===== src/rtl/router_pkg.sv =====
// Shared constants and types for the router input-port receiver and its
// packet FIFO.
package router_pkg;

  localparam int NUM_PORTS = 8;
  localparam int ADDR_W    = 4;
  localparam int DATA_W    = 32;

  typedef enum logic [2:0] {
    IDLE,
    ADDR,
    PAD,
    DATA,
    DRAIN
  } rx_state_t;

  typedef struct packed {
    logic [2:0]        da;
    logic [DATA_W-1:0] data;
  } pkt_t;

endpackage


===== src/rtl/router_pkt_fifo.sv =====
// Show-ahead register FIFO for received packets. A push while full is taken
// only when a pop frees the head entry in the same cycle.
module router_pkt_fifo #(
  parameter int  DEPTH = 2,
  parameter type T     = router_pkg::pkt_t
) (
  input  logic clock,
  input  logic reset,
  input  logic push,
  input  T     push_data,
  output logic full,
  input  logic pop,
  output T     pop_data,
  output logic empty
);

  localparam int PTR_W = (DEPTH > 1) ? $clog2(DEPTH) : 1;
  localparam int CNT_W = $clog2(DEPTH + 1);

  T                 mem [DEPTH];
  logic [PTR_W-1:0] wr_ptr;
  logic [PTR_W-1:0] rd_ptr;
  logic [CNT_W-1:0] count;
  logic             do_push;
  logic             do_pop;

  function automatic logic [PTR_W-1:0] wrap_inc(input logic [PTR_W-1:0] p);
    return (p == PTR_W'(DEPTH - 1)) ? '0 : p + PTR_W'(1);
  endfunction

  assign empty    = (count == '0);
  assign full     = (count == CNT_W'(DEPTH));
  assign do_pop   = pop && !empty;
  assign do_push  = push && (!full || do_pop);
  assign pop_data = mem[rd_ptr];

  always_ff @(posedge clock) begin
    if (reset) begin
      wr_ptr <= '0;
      rd_ptr <= '0;
      count  <= '0;
      for (int i = 0; i < DEPTH; i++) begin
        mem[i] <= '0;
      end
    end else begin
      if (do_push) begin
        mem[wr_ptr] <= push_data;
        wr_ptr      <= wrap_inc(wr_ptr);
      end
      if (do_pop) begin
        rd_ptr <= wrap_inc(rd_ptr);
      end
      if (do_push && !do_pop) begin
        count <= count + CNT_W'(1);
      end else if (do_pop && !do_push) begin
        count <= count - CNT_W'(1);
      end
    end
  end

endmodule


===== src/rtl/router_in_port.sv =====
// Per-port serial receiver: deserialises frame_n/valid_n/di frames into
// (destination, payload) packets and queues them for the switch core.
module router_in_port
  import router_pkg::*;
#(
  parameter int MAX_PAD = 15,
  parameter int DEPTH   = 2
) (
  input  logic              clock,
  input  logic              reset,
  input  logic              frame_n,
  input  logic              valid_n,
  input  logic              di,
  output logic              out_valid,
  input  logic              out_ready,
  output logic [2:0]        out_da,
  output logic [DATA_W-1:0] out_data,
  output logic              busy,
  output logic              err_pulse,
  output logic              drop_pulse
);

  localparam int PAD_W = $clog2(MAX_PAD + 1);
  localparam int BIT_W = $clog2(DATA_W);

  rx_state_t         state_q;
  rx_state_t         state_d;
  logic              frame_n_q;
  logic              frame_start;
  logic [1:0]        addr_cnt_q;
  logic [PAD_W-1:0]  pad_cnt_q;
  logic [BIT_W-1:0]  bit_cnt_q;
  logic [ADDR_W-1:0] da_q;
  logic [DATA_W-1:0] data_q;
  logic              last_bit;
  logic              pad_over;
  logic              da_bad;
  logic              shift_da;
  logic              shift_data;
  logic              push_req;
  logic              err_set;
  logic              drop_set;
  logic              fifo_full;
  logic              fifo_empty;
  pkt_t              push_pkt;
  pkt_t              head_pkt;

  // A frame starts only on a sampled high-to-low edge of frame_n. This also
  // makes the tail of a frame cut short by reset look like a drained frame.
  always_ff @(posedge clock) begin
    frame_n_q <= frame_n;
  end

  assign frame_start = frame_n_q && !frame_n;
  assign last_bit    = (state_q == DATA) && !valid_n && (bit_cnt_q == BIT_W'(DATA_W - 1));
  assign pad_over    = (pad_cnt_q == PAD_W'(MAX_PAD));
  assign da_bad      = (da_q >= ADDR_W'(NUM_PORTS));

  always_ff @(posedge clock) begin
    if (reset) begin
      state_q <= IDLE;
    end else begin
      state_q <= state_d;
    end
  end

  always_comb begin
    state_d = state_q;
    unique case (state_q)
      IDLE:  if (frame_start) state_d = ADDR;
      ADDR: begin
        if (frame_n) state_d = IDLE;
        else if (addr_cnt_q == 2'd3) state_d = PAD;
      end
      PAD: begin
        if (frame_n) state_d = IDLE;
        else if (!valid_n) state_d = DATA;
        else if (pad_over) state_d = DRAIN;
      end
      DATA: begin
        if (last_bit) state_d = frame_n ? IDLE : DRAIN;
        else if (frame_n) state_d = IDLE;
      end
      DRAIN: if (frame_n) state_d = IDLE;
      default: state_d = IDLE;
    endcase
  end

  always_comb begin
    shift_da   = 1'b0;
    shift_data = 1'b0;
    push_req   = 1'b0;
    err_set    = 1'b0;
    unique case (state_q)
      IDLE: shift_da = frame_start;
      ADDR: begin
        shift_da = !frame_n;
        err_set  = frame_n;
      end
      PAD: begin
        shift_data = !frame_n && !valid_n;
        err_set    = frame_n || (valid_n && pad_over);
      end
      DATA: begin
        shift_data = !valid_n && (last_bit || !frame_n);
        if (last_bit) begin
          push_req = frame_n && !da_bad;
          err_set  = !frame_n || da_bad;
        end else begin
          err_set  = frame_n;
        end
      end
      DRAIN: ;
      default: ;
    endcase
  end

  // Address and payload arrive LSB first, so both shift in from the top.
  always_ff @(posedge clock) begin
    if (reset) begin
      addr_cnt_q <= '0;
      pad_cnt_q  <= '0;
      bit_cnt_q  <= '0;
      da_q       <= '0;
      data_q     <= '0;
    end else begin
      if (shift_da) begin
        da_q       <= {di, da_q[ADDR_W-1:1]};
        addr_cnt_q <= (state_q == IDLE) ? 2'd1 : addr_cnt_q + 2'd1;
      end
      pad_cnt_q <= (state_q == PAD && valid_n) ? pad_cnt_q + PAD_W'(1) : '0;
      if (shift_data) begin
        data_q    <= {di, data_q[DATA_W-1:1]};
        bit_cnt_q <= (state_q == PAD) ? BIT_W'(1) : bit_cnt_q + BIT_W'(1);
      end
    end
  end

  assign push_pkt = {da_q[2:0], di, data_q[DATA_W-1:1]};
  assign drop_set = push_req && fifo_full && !out_ready;

  always_ff @(posedge clock) begin
    if (reset) begin
      err_pulse  <= 1'b0;
      drop_pulse <= 1'b0;
    end else begin
      err_pulse  <= err_set;
      drop_pulse <= drop_set;
    end
  end

  // out_valid/out_ready: the head packet moves on every cycle where both are
  // high; while out_valid waits for out_ready the head entry does not change.
  router_pkt_fifo #(
    .DEPTH(DEPTH),
    .T    (pkt_t)
  ) u_fifo (
    .clock    (clock),
    .reset    (reset),
    .push     (push_req),
    .push_data(push_pkt),
    .full     (fifo_full),
    .pop      (out_ready),
    .pop_data (head_pkt),
    .empty    (fifo_empty)
  );

  assign out_valid = !fifo_empty;
  assign out_da    = head_pkt.da;
  assign out_data  = head_pkt.data;
  assign busy      = (state_q != IDLE);

endmodule

===== config.mk =====
export PLATFORM = sky130hd
export DESIGN_NAME = router_in_port
export DESIGN_NICKNAME = d
export VERILOG_FILES = /design/src/rtl/router_pkg.sv /design/src/rtl/router_pkt_fifo.sv /design/src/rtl/router_in_port.sv
export SDC_FILE = /design/constraint.sdc
export NUM_CORES = 1
export LEC_CHECK = 0
export CELL_PAD_IN_SITES_DETAIL_PLACEMENT = 2
export CELL_PAD_IN_SITES_GLOBAL_PLACEMENT = 2
export CORE_UTILIZATION = 39
export DETAILED_ROUTE_END_ITERATION = 10
export PLACE_DENSITY_LB_ADDON = 0.3
export SYNTH_ARGS = -nofsm -noshare
export SYNTH_HDL_FRONTEND = slang
export SYNTH_SLANG_ARGS = --single-unit
export TNS_END_PERCENT = 10

===== constraint.sdc =====
create_clock -name clock -period 3 [get_ports clock]
set_input_delay 0.6 -clock clock [delete_from_list [all_inputs] [get_ports clock]]
set_output_delay 0.6 -clock clock [all_outputs]
set_load 0.02 [all_outputs]

==> impl_metrics.tcl <==
set metrics [dict create \
    drtAntennaViolNets 0 \
    ys.flop_type "edfxtp_1" \
    multi_input_area_mm2 0.00195 \
    hold_class "register to register" \
    dieWidth_um 119 \
    antenna_found_initial 0 \
    crit_required_ns 2.40 \
    ys_seq_area_frac 0.604 \
    setup_viol 0 \
    seqCellArea_mm2 0.00324 \
    finalPower_mw 4.32 \
    avgSynthCellArea_um2 11.6 \
    grt_pass1_vias 4009 \
    swShare 0.209 \
    routed_wirelength_um 13000 \
    grt_pass1_wl_um 21700 \
    vias 3520 \
    worst_pin_slew_ns 0.620 \
    fin_skew_ns 0.00762 \
    synth_top_area_share 0.392 \
    setup_ws_ns 0.198 \
    fmax_ghz 0.357 \
    cts-root-buf "clkbuf_16" \
    fin_util 0.498 \
    pwr-share-comb 0.049 \
    timing.final.crit_share 0.934 \
    ios 45 \
    syn_nets 475 \
    power_density_mw_per_mm2 650 \
    crit_arrival_ns 2.20 \
    intPower_mw 3.42 \
    final_nets 524 \
    whs_path_depth 1 \
    endpoint_kind "output pin" \
    synth_cell_types 42 \
    p_leak_nw 2.31 \
    cp_max_fo 28 \
    fillers 1309 \
    synth_area_mm2 0.00537 \
    rows 42 \
    dp_cells 670 \
    drv_cap 0 \
    rrSetupSlack_ns 0.54 \
    path_class "register to output pin" \
    clkTransAtPathRegs_ns 0.06 \
    synth_top_cell_by_area "edfxtp_1" \
    post-place-ws_ns 0.205 \
    clock_power_share 0.509 \
    ir_drop_uv 391 \
    reg2reg_depth 8 \
    cts.sinks 127 \
    routedWlPerCell_um 18.5 \
    relSlewSlack 0.587 \
    synthTopCellsByCount "and2_1, edfxtp_1, nand2_1, dfxtp_1, a21oi_1" \
    dieHeight_um 119 \
    grt_usage 0.201 \
    syn_to_final_growth_pct 23.8 \
    gr-total-overflow 0 \
    die-area_mm2 0.0142 \
    tritoncts "yes" \
    period_minus_slack_ns 2.80 \
    drt_pass1_iterations 3 \
    drt_drc_violations_left 0 \
    switching_power_mw 0.903 \
    fin_tns_setup_ns 0 \
    cts-hold-fix-buffers 0 \
    clk_latency_ns 0.41 \
    routabilityCongestion 0.714 \
    vias_per_cell 5.01 \
    start_kind "register" \
    io_buffer_count 44 \
    dr.first_iter.drc_count 143 \
    p_seq_frac 0.442 \
    async_flop_share 0 \
    core_mm2 0.0133 \
    start_util 0.402 \
    cts_buffers 17 \
    diodes 0 \
    ys_seq_elements 127 \
    drive_gt1_frac 0.171 \
    hold_viol 0 \
    synth_warnings 0 \
    synth_area_leaders "edfxtp_1, dfxtp_1, and2_1" \
    post_cts_buffers 0 \
    fin_cells 702 \
    synth_edf_count 70 \
    slew_violations 0 \
    ctsHtreeMaxLevel 4 \
    syn-instance-count 464 \
    rsz0062_at_grt "false" \
    cts_resized 0 \
    grt_start_max_net_pins 57 \
    cts_buffer_depth 2 \
    hpwlAfterDp_um 7780 \
    status "finished clean" \
]
[kinds of logic (layout without fill, tap and decap cells)]
kind of cell,Yosys count,count (layout),synth area share
AND/OR/NAND/NOR,192,192,0.190
multiplexers,40,40,0.0830
flip-flops,127,127,0.604
buffers and inverters,33,95,0.0338
XOR/XNOR,9,9,0.0147
adder cells (fa/ha/maj),5,5,0.0117
AO/OA/AOI/OAI,58,58,0.0623
[worst max-delay path, stage by stage (launching register included)]
cell and delay, ns:
dfxtp_1 0.57, buf_12 0.26, mux2_2 0.40, clkdlybuf4s50_1 0.55
[final cells by class]
cell class	count	area share
Timing Repair Buffer	58	0.0870
Clock inverter	13	0.0281
Tap cell	176	0.0331
Inverter	5	0.00282
Sequential cell	127	0.488
Multi-Input combinational cell	304	0.293
Clock buffer	19	0.0682
[power by group through the flow]
stage | Clock, mW | Combinational, mW | Sequential (mW)
floorplan | 0 | 0.120 | 1.93
detailed placement | 0 | 0.212 | 1.95
CTS | 2.23 | 0.213 | 1.91
finish | 2.20 | 0.210 | 1.91
global route | 2.31 | 0.224 | 1.92
global placement | 0 | 0.206 | 1.94
[per-layer routing]
metal  global-route usage  wire length, um
met5                    0                0
met4               0.0766              187
met3               0.0393              234
met2                0.366             7040
met1                0.231             5510
[through the flow]
stage,cell area [um^2],hold slack (ns)
after floorplan,5370,0.418
after global placement,6010,0.432
after detailed placement,6010,0.449
after CTS,6650,0.457
after global routing,6650,0.481
final,6650,0.447
[cells in the final DEF, fill, tap and decap left out, types with 3 or more instances in the layout]
cell type        netlist  final
xor2_1                 5      5
buf_4                  0     11
ha_1                   5      5
a31oi_1                3      3
xnor2_1                4      4
and2_1                70     70
bufinv_16              0      4
dfxtp_1               57     57
a21oi_1               38     37
a211oi_1               4      4
clkdlybuf4s50_1        0     43
clkbuf_16              0     17
nand2_1               69     69
nand3_1                4      4
mux2i_1                4      4
edfxtp_1              70     70
or2_2                  3      3
clkinvlp_4             0      3
nor3_1                 7      7
nor2_1                18     18
a21o_1                 3      3
buf_12                 0      3
o21ai_0                3      3
mux2_2                36     36
nand3b_1               3      3
clkinv_4               0      3
inv_1                  5      5
nor2b_1                3      3
[flip-flops by register name, summed over array words and instances (netlist names), named ones only]
signal	cells
data_q	31
state_q	3
drop_pulse	1
addr_cnt_q	2
bit_cnt_q	5
err_pulse	1
u_fifo.count	2
da_q	4
u_fifo.wr_ptr	1
pad_cnt_q	4
frame_n_q	1
u_fifo.mem	70
u_fifo.rd_ptr	1
[worst paths after layout]
check | start | endpoint
hold reg to reg | pad_cnt_q[0]$_SDFF_PP0_ | pad_cnt_q[0]$_SDFF_PP0_
setup / recovery | register | out_data[29]
setup reg to reg | bit_cnt_q[0]$_SDFFE_PP0P_ | u_fifo.mem[0][6]$_SDFFCE_PN0P_
hold / removal | pad_cnt_q[0]$_SDFF_PP0_ | pad_cnt_q[0]$_SDFF_PP0_
Power figures use the tool's default switching activity.
==> RTL change 1, RTL diff (same flow settings) <==
The output `err_pulse` loses its register stage (`err_pulse` becomes a continuous assignment).
--- a/src/rtl/router_in_port.sv
+++ b/src/rtl/router_in_port.sv
@@ -143,6 +143,4 @@
     if (reset) begin
-      err_pulse  <= 1'b0;
       drop_pulse <= 1'b0;
     end else begin
-      err_pulse  <= err_set;
       drop_pulse <= drop_set;
@@ -150,2 +148,4 @@
   end
+
+  assign err_pulse = err_set;
 
Behaviour: not the same (Yosys sat finds a counterexample within 4 cycles, from zero or initial values and one cycle with reset high).
==> RTL change 1 against the unedited design <==
Global-route usage is 3.7 points higher. Count of clock-buffer cells in the layout up 1. Worst setup slack worse by 0.094 ns. Core utilization grew 0.21 points. Routed wire length is 24% higher. Design area up 1.2%. Sequential cell count is 1 lower. First-iteration DRC count is 88% higher. Total power shrank 2.5%. Synthesized area rose by 2.0%.
==> RTL change 1: results (changes against the unedited design) <==
* Status: complete, no violations
* DRT Pass-1 Iters at 4 (+1)
* Pwr Density at 626 mW/mm2 (-3.6%)
* Sw Pwr at 913 uW (+1.1%)
* # fillers at 1351 (+3.2%)
* Via density per instance at 5.59 (+11%)
* Worst-Skew Late Latency at 0.42 ns
* Synth Net Count at 526 (+11%)
* Pin count of the biggest net entering global routing at 71 (+25%)
* Post-detail-place hpwl at 9070 um (+17%)
* Initial drt markers at 269 (+88%)
* YS warnings at 0 (unchanged)
* Critical path arrival at 2.30 ns (+0.10 ns)
* Register area share after synthesis at 58.9% (-1.5 points)
* DR WL/cell at 21.9 um (+18%)
* Sequential share of power at 44.9% (+0.7 points)
* Total Nets Final at 560 (+6.9%)
* Relative slew slack at 64.3% (+5.6 points)
* GRT Total Usage at 23.8% (+3.7 points)
* Cell variety after synth at 45 (+7.1%)
* Number of global-route vias before repair at 4568 (+14%)
* Layout cell share with drive strength beyond 1 at 16.5% (-0.56 points)
* Worst Clk Skew at 0.00661 ns (-0.00101 ns)
* P_leak at 2.16 nW (-6.6%)
* Post-DP Area at 0.00613 mm2 (+2.0%)
* Largest registers: u_fifo.mem x70, data_q x31, bit_cnt_q x5
* Place WS at 0.0363 ns (-0.168 ns)
* Clock Power Share at 50.0% (-0.9 points)
* FF-to-FF path depth at 8 (unchanged)
* RR Endpoint: u_fifo.count[1]
* Via count at 4123 (+17%)
* VDD IR max at 0.368 mV (-6.0%)
* Top cells by area, synth: edfxtp_1, dfxtp_1, mux2_2, nor3_1, a21oi_1
* R2r setup slk at 0.50 ns (-0.04 ns)
* GP Congestion at 0.737 (+3.2%)
* Placed Instances at 706 (+5.4%)
* Post-synth top cells: nor3_1, edfxtp_1, dfxtp_1
* First-pass GRT wire length at 25800 um (+19%)
[RTL change 1: logic make-up (layout without fill, tap and decap cells)]
kind of cell    count (synthesis)  after routing  synth area share [%]
xor+xnor                        5              5                 0.800
compound gates                104            104                  10.5
flops                         126            126                  58.9
simple gates                  155            155                  15.2
fa+ha+maj                       5              5                  1.14
buf+inv                        84            131                  6.01
mux                            36             36                  7.41
[RTL change 1: final cells by class]
| cell class | count | area [um2] | share of cell area, % |
|---|---|---|---|
| well taps | 176 | 220 | 3.27 |
| inverters | 38 | 143 | 2.12 |
| flip-flops and latches | 126 | 3220 | 47.9 |
| clock inverters | 12 | 143 | 2.12 |
| clock buffers | 20 | 457 | 6.79 |
| repair buffers | 61 | 612 | 9.10 |
| multi-input cells | 305 | 1930 | 28.7 |
[RTL change 1: metal layers]
layer	global-route usage (%)	wire [um]	share of wire [%]
met5	0	0	0
met4	7.56	159	0.99
met3	4.95	394	2.4
met2	42.9	8760	54
met1	28.1	6810	42
[RTL change 1: timing repair]
action,4_1_cts,5_1_grt
setup buffers,0,0
resized for setup,1,0
setup endpoints to repair,1,0
[RTL change 1: critical path, cell delays in order, from the launching register on]
cell and delay, ns:
dfxtp_1 0.34, ha_1 0.22, and3_1 0.19, ha_1 0.28, nor2b_1 0.17, o211a_1 0.21
o21a_1 0.16, dlygate4sd2_1 0.31
[RTL change 1: worst max-delay path by stage]
stage	startpoint	end	slack, ns	cells past startpoint
4_1_cts	bit_cnt_q[0]	err_pulse	0.09	7
3_3_place_gp	frame_n	err_pulse	0.06	5
6_report	bit_cnt_q[0]	err_pulse	0.10	7
5_1_grt	bit_cnt_q[0]	err_pulse	0.03	7
3_5_place_dp	frame_n	err_pulse	0.04	5
2_1_floorplan	bit_cnt_q[0]	u_fifo.mem[0][0]	0.44	7
==> RTL change 2, RTL diff (same flow settings) <==
Without the edit above. `MAX_PAD`: 15 -> 14.
--- a/src/rtl/router_in_port.sv
+++ b/src/rtl/router_in_port.sv
@@ -5,3 +5,3 @@
 #(
-  parameter int MAX_PAD = 15,
+  parameter int MAX_PAD = 14,
   parameter int DEPTH   = 2
Check against the original RTL: same outputs for any inputs over 10 cycles, from zero or initial values and one cycle with reset high; that may be too few to reach the edited logic, so the function may still have changed.
==> RTL change 2 against the unedited design <==
Synthesized cell count is 0.86% higher. Design area is 0.70% lower. Routed wire length is 2.3% lower. Non-clock buffer count is 4 lower. Die area is 0.30% higher. Largest cell class unchanged. Sequential cell count stayed put. Worst setup slack better by 0.050 ns. Synthesized area is 0.30% higher. Critical path type unchanged. Total power is 2.2% lower. Core utilization is 0.35 points lower.
==> RTL change 2: results (changes against the unedited design) <==
* Post-DP Area at 0.00600 mm2 (-0.15%)
* Post-synth top cells: nand2_1, and2_1, edfxtp_1
* Tmin final at 2.75 ns (-0.0503 ns)
* CTS resizes at 0 (unchanged)
* Root Buffer: clkbuf_16
* Worst Clk Skew at 0.00930 ns (+0.00168 ns)
* Pin count of the biggest net entering global routing at 56 (-1.8%)
* Critical path endpoint: out_data[26]
* Place WS at 0.196 ns (-0.00884 ns)
* Initial drt markers at 104 (-27%)
* Top cells by area, synth: edfxtp_1, dfxtp_1, and2_1, mux2_2, nand2_1
* DR WL/cell at 18.1 um (-2.0%)
* Met3 GRT Util at 5.56% (+1.6 points)
* EDFF count, synth at 70 (unchanged)
* Final cell count without fillers at 700 (-0.28%)
* GP Congestion at 0.745 (+4.3%)
* Global routing usage on met2 at 35.9% (-0.68 points)
* Layout cell share with drive strength beyond 1 at 15.5% (-1.7 points)
* Synth Instances at 468 (+0.86%)
* Total Nets Final at 523 (-0.19%)
* Crit path max fanout at 35 (+25%)
* Largest registers: u_fifo.mem x70, data_q x31, bit_cnt_q x5
* Critical path arrival at 2.15 ns (-0.05 ns)
* Synth Net Count at 480 (+1.1%)
* Register area share after synthesis at 60.3% (-0.18 points)
* Max clock buf depth at 2 (unchanged)
* FF-to-FF path depth at 10 (+2)
* DRT Pass-1 Iters at 5 (+2)
* P_leak at 2.31 nW (-0.14%)
* Cell variety after synth at 44 (+4.8%)
* Inserted Clock Buffers at 17 (unchanged)
* Placed Instances at 668 (-0.30%)
* M1 WL at 5190 um (-5.9%)
* WL met3 at 323 um (+38%)
* Routed wl met2 at 6970 um (-0.97%)
* RR Endpoint: u_fifo.count[1]
* Post-detail-place hpwl at 7390 um (-5.0%)
* Status: complete, no violations
* Worst-Margin Slew at 0.615 ns (-0.00419 ns)
* Slowest stage cell, crit path: clkdlybuf4s50_1
* First-pass GRT wire length at 21100 um (-3.0%)
* VDD IR max at 0.236 mV (-40%)
* Hold Crit Class: reg -> reg
* Synth Flop Type: edfxtp_1
* GRT Total Usage at 19.7% (-0.44 points)
* Met1 usage at 21.2% (-1.9 points)
* Antenna cells at 0 (unchanged)
* Via count at 3571 (+1.4%)
* Highest routed layer: met4
* R2r setup slk at 0.62 ns (+0.08 ns)
* Setup Fix Bufs, Post-CTS at 0 (unchanged)
* Number of global-route vias before repair at 4066 (+1.4%)
* Worst-Skew Late Latency at 0.43 ns (+0.02 ns)
RTL change 2: cell types whose count changed after synthesis, sizes merged:
cell,before,now
nor2b,3,5
and3,1,2
or3,2,1
ha,5,6
nor3b,2,1
xnor2,4,3
nand2,69,71
o21bai,2,3
nor3,9,7
buf,13,15
RTL change 2: layout make-up:
type	instances	area, um2
Inverter	5	18.8
Multi-Input combinational cell	306	1950
Sequential cell	127	3240
Timing Repair Buffer	54	561
Clock inverter	14	173
Fill cell	1323	6750
Clock buffer	18	429
Tap cell	176	220
RTL change 2: cell families (layout without fill, tap and decap cells):
kind of cell / count (synthesis) / in the layout / synth area share (%)
fa+ha+maj: 6 / 6 / 1.39
compound gates: 59 / 59 / 6.53
xor+xnor: 8 / 8 / 1.30
flops: 127 / 127 / 60.3
mux: 40 / 40 / 8.28
buf+inv: 35 / 91 / 3.65
simple gates: 193 / 193 / 18.6
RTL change 2: worst min-delay path: stages, from the launching register on:
cell,delay [ns]
dfxtp_1,0.31
nand2_1,0.05
a21oi_1,0.05
RTL change 2: power by group:
part,internal (mW),switching [mW]
registers,1.89,0.0231
clock network,1.37,0.737
logic,0.0942,0.115
RTL change 2: how the worst min path moves through the flow:
stage / slack, ns / startpoint / depth (start not counted) / endpoint
2_1_floorplan: 0.43 / pad_cnt_q[0] / 1 / pad_cnt_q[0]
3_3_place_gp: 0.44 / pad_cnt_q[0] / 1 / pad_cnt_q[0]
3_5_place_dp: 0.45 / pad_cnt_q[0] / 1 / pad_cnt_q[0]
4_1_cts: 0.46 / bit_cnt_q[4] / 2 / bit_cnt_q[4]
5_1_grt: 0.48 / pad_cnt_q[0] / 1 / pad_cnt_q[0]
6_report: 0.46 / bit_cnt_q[4] / 2 / bit_cnt_q[4]
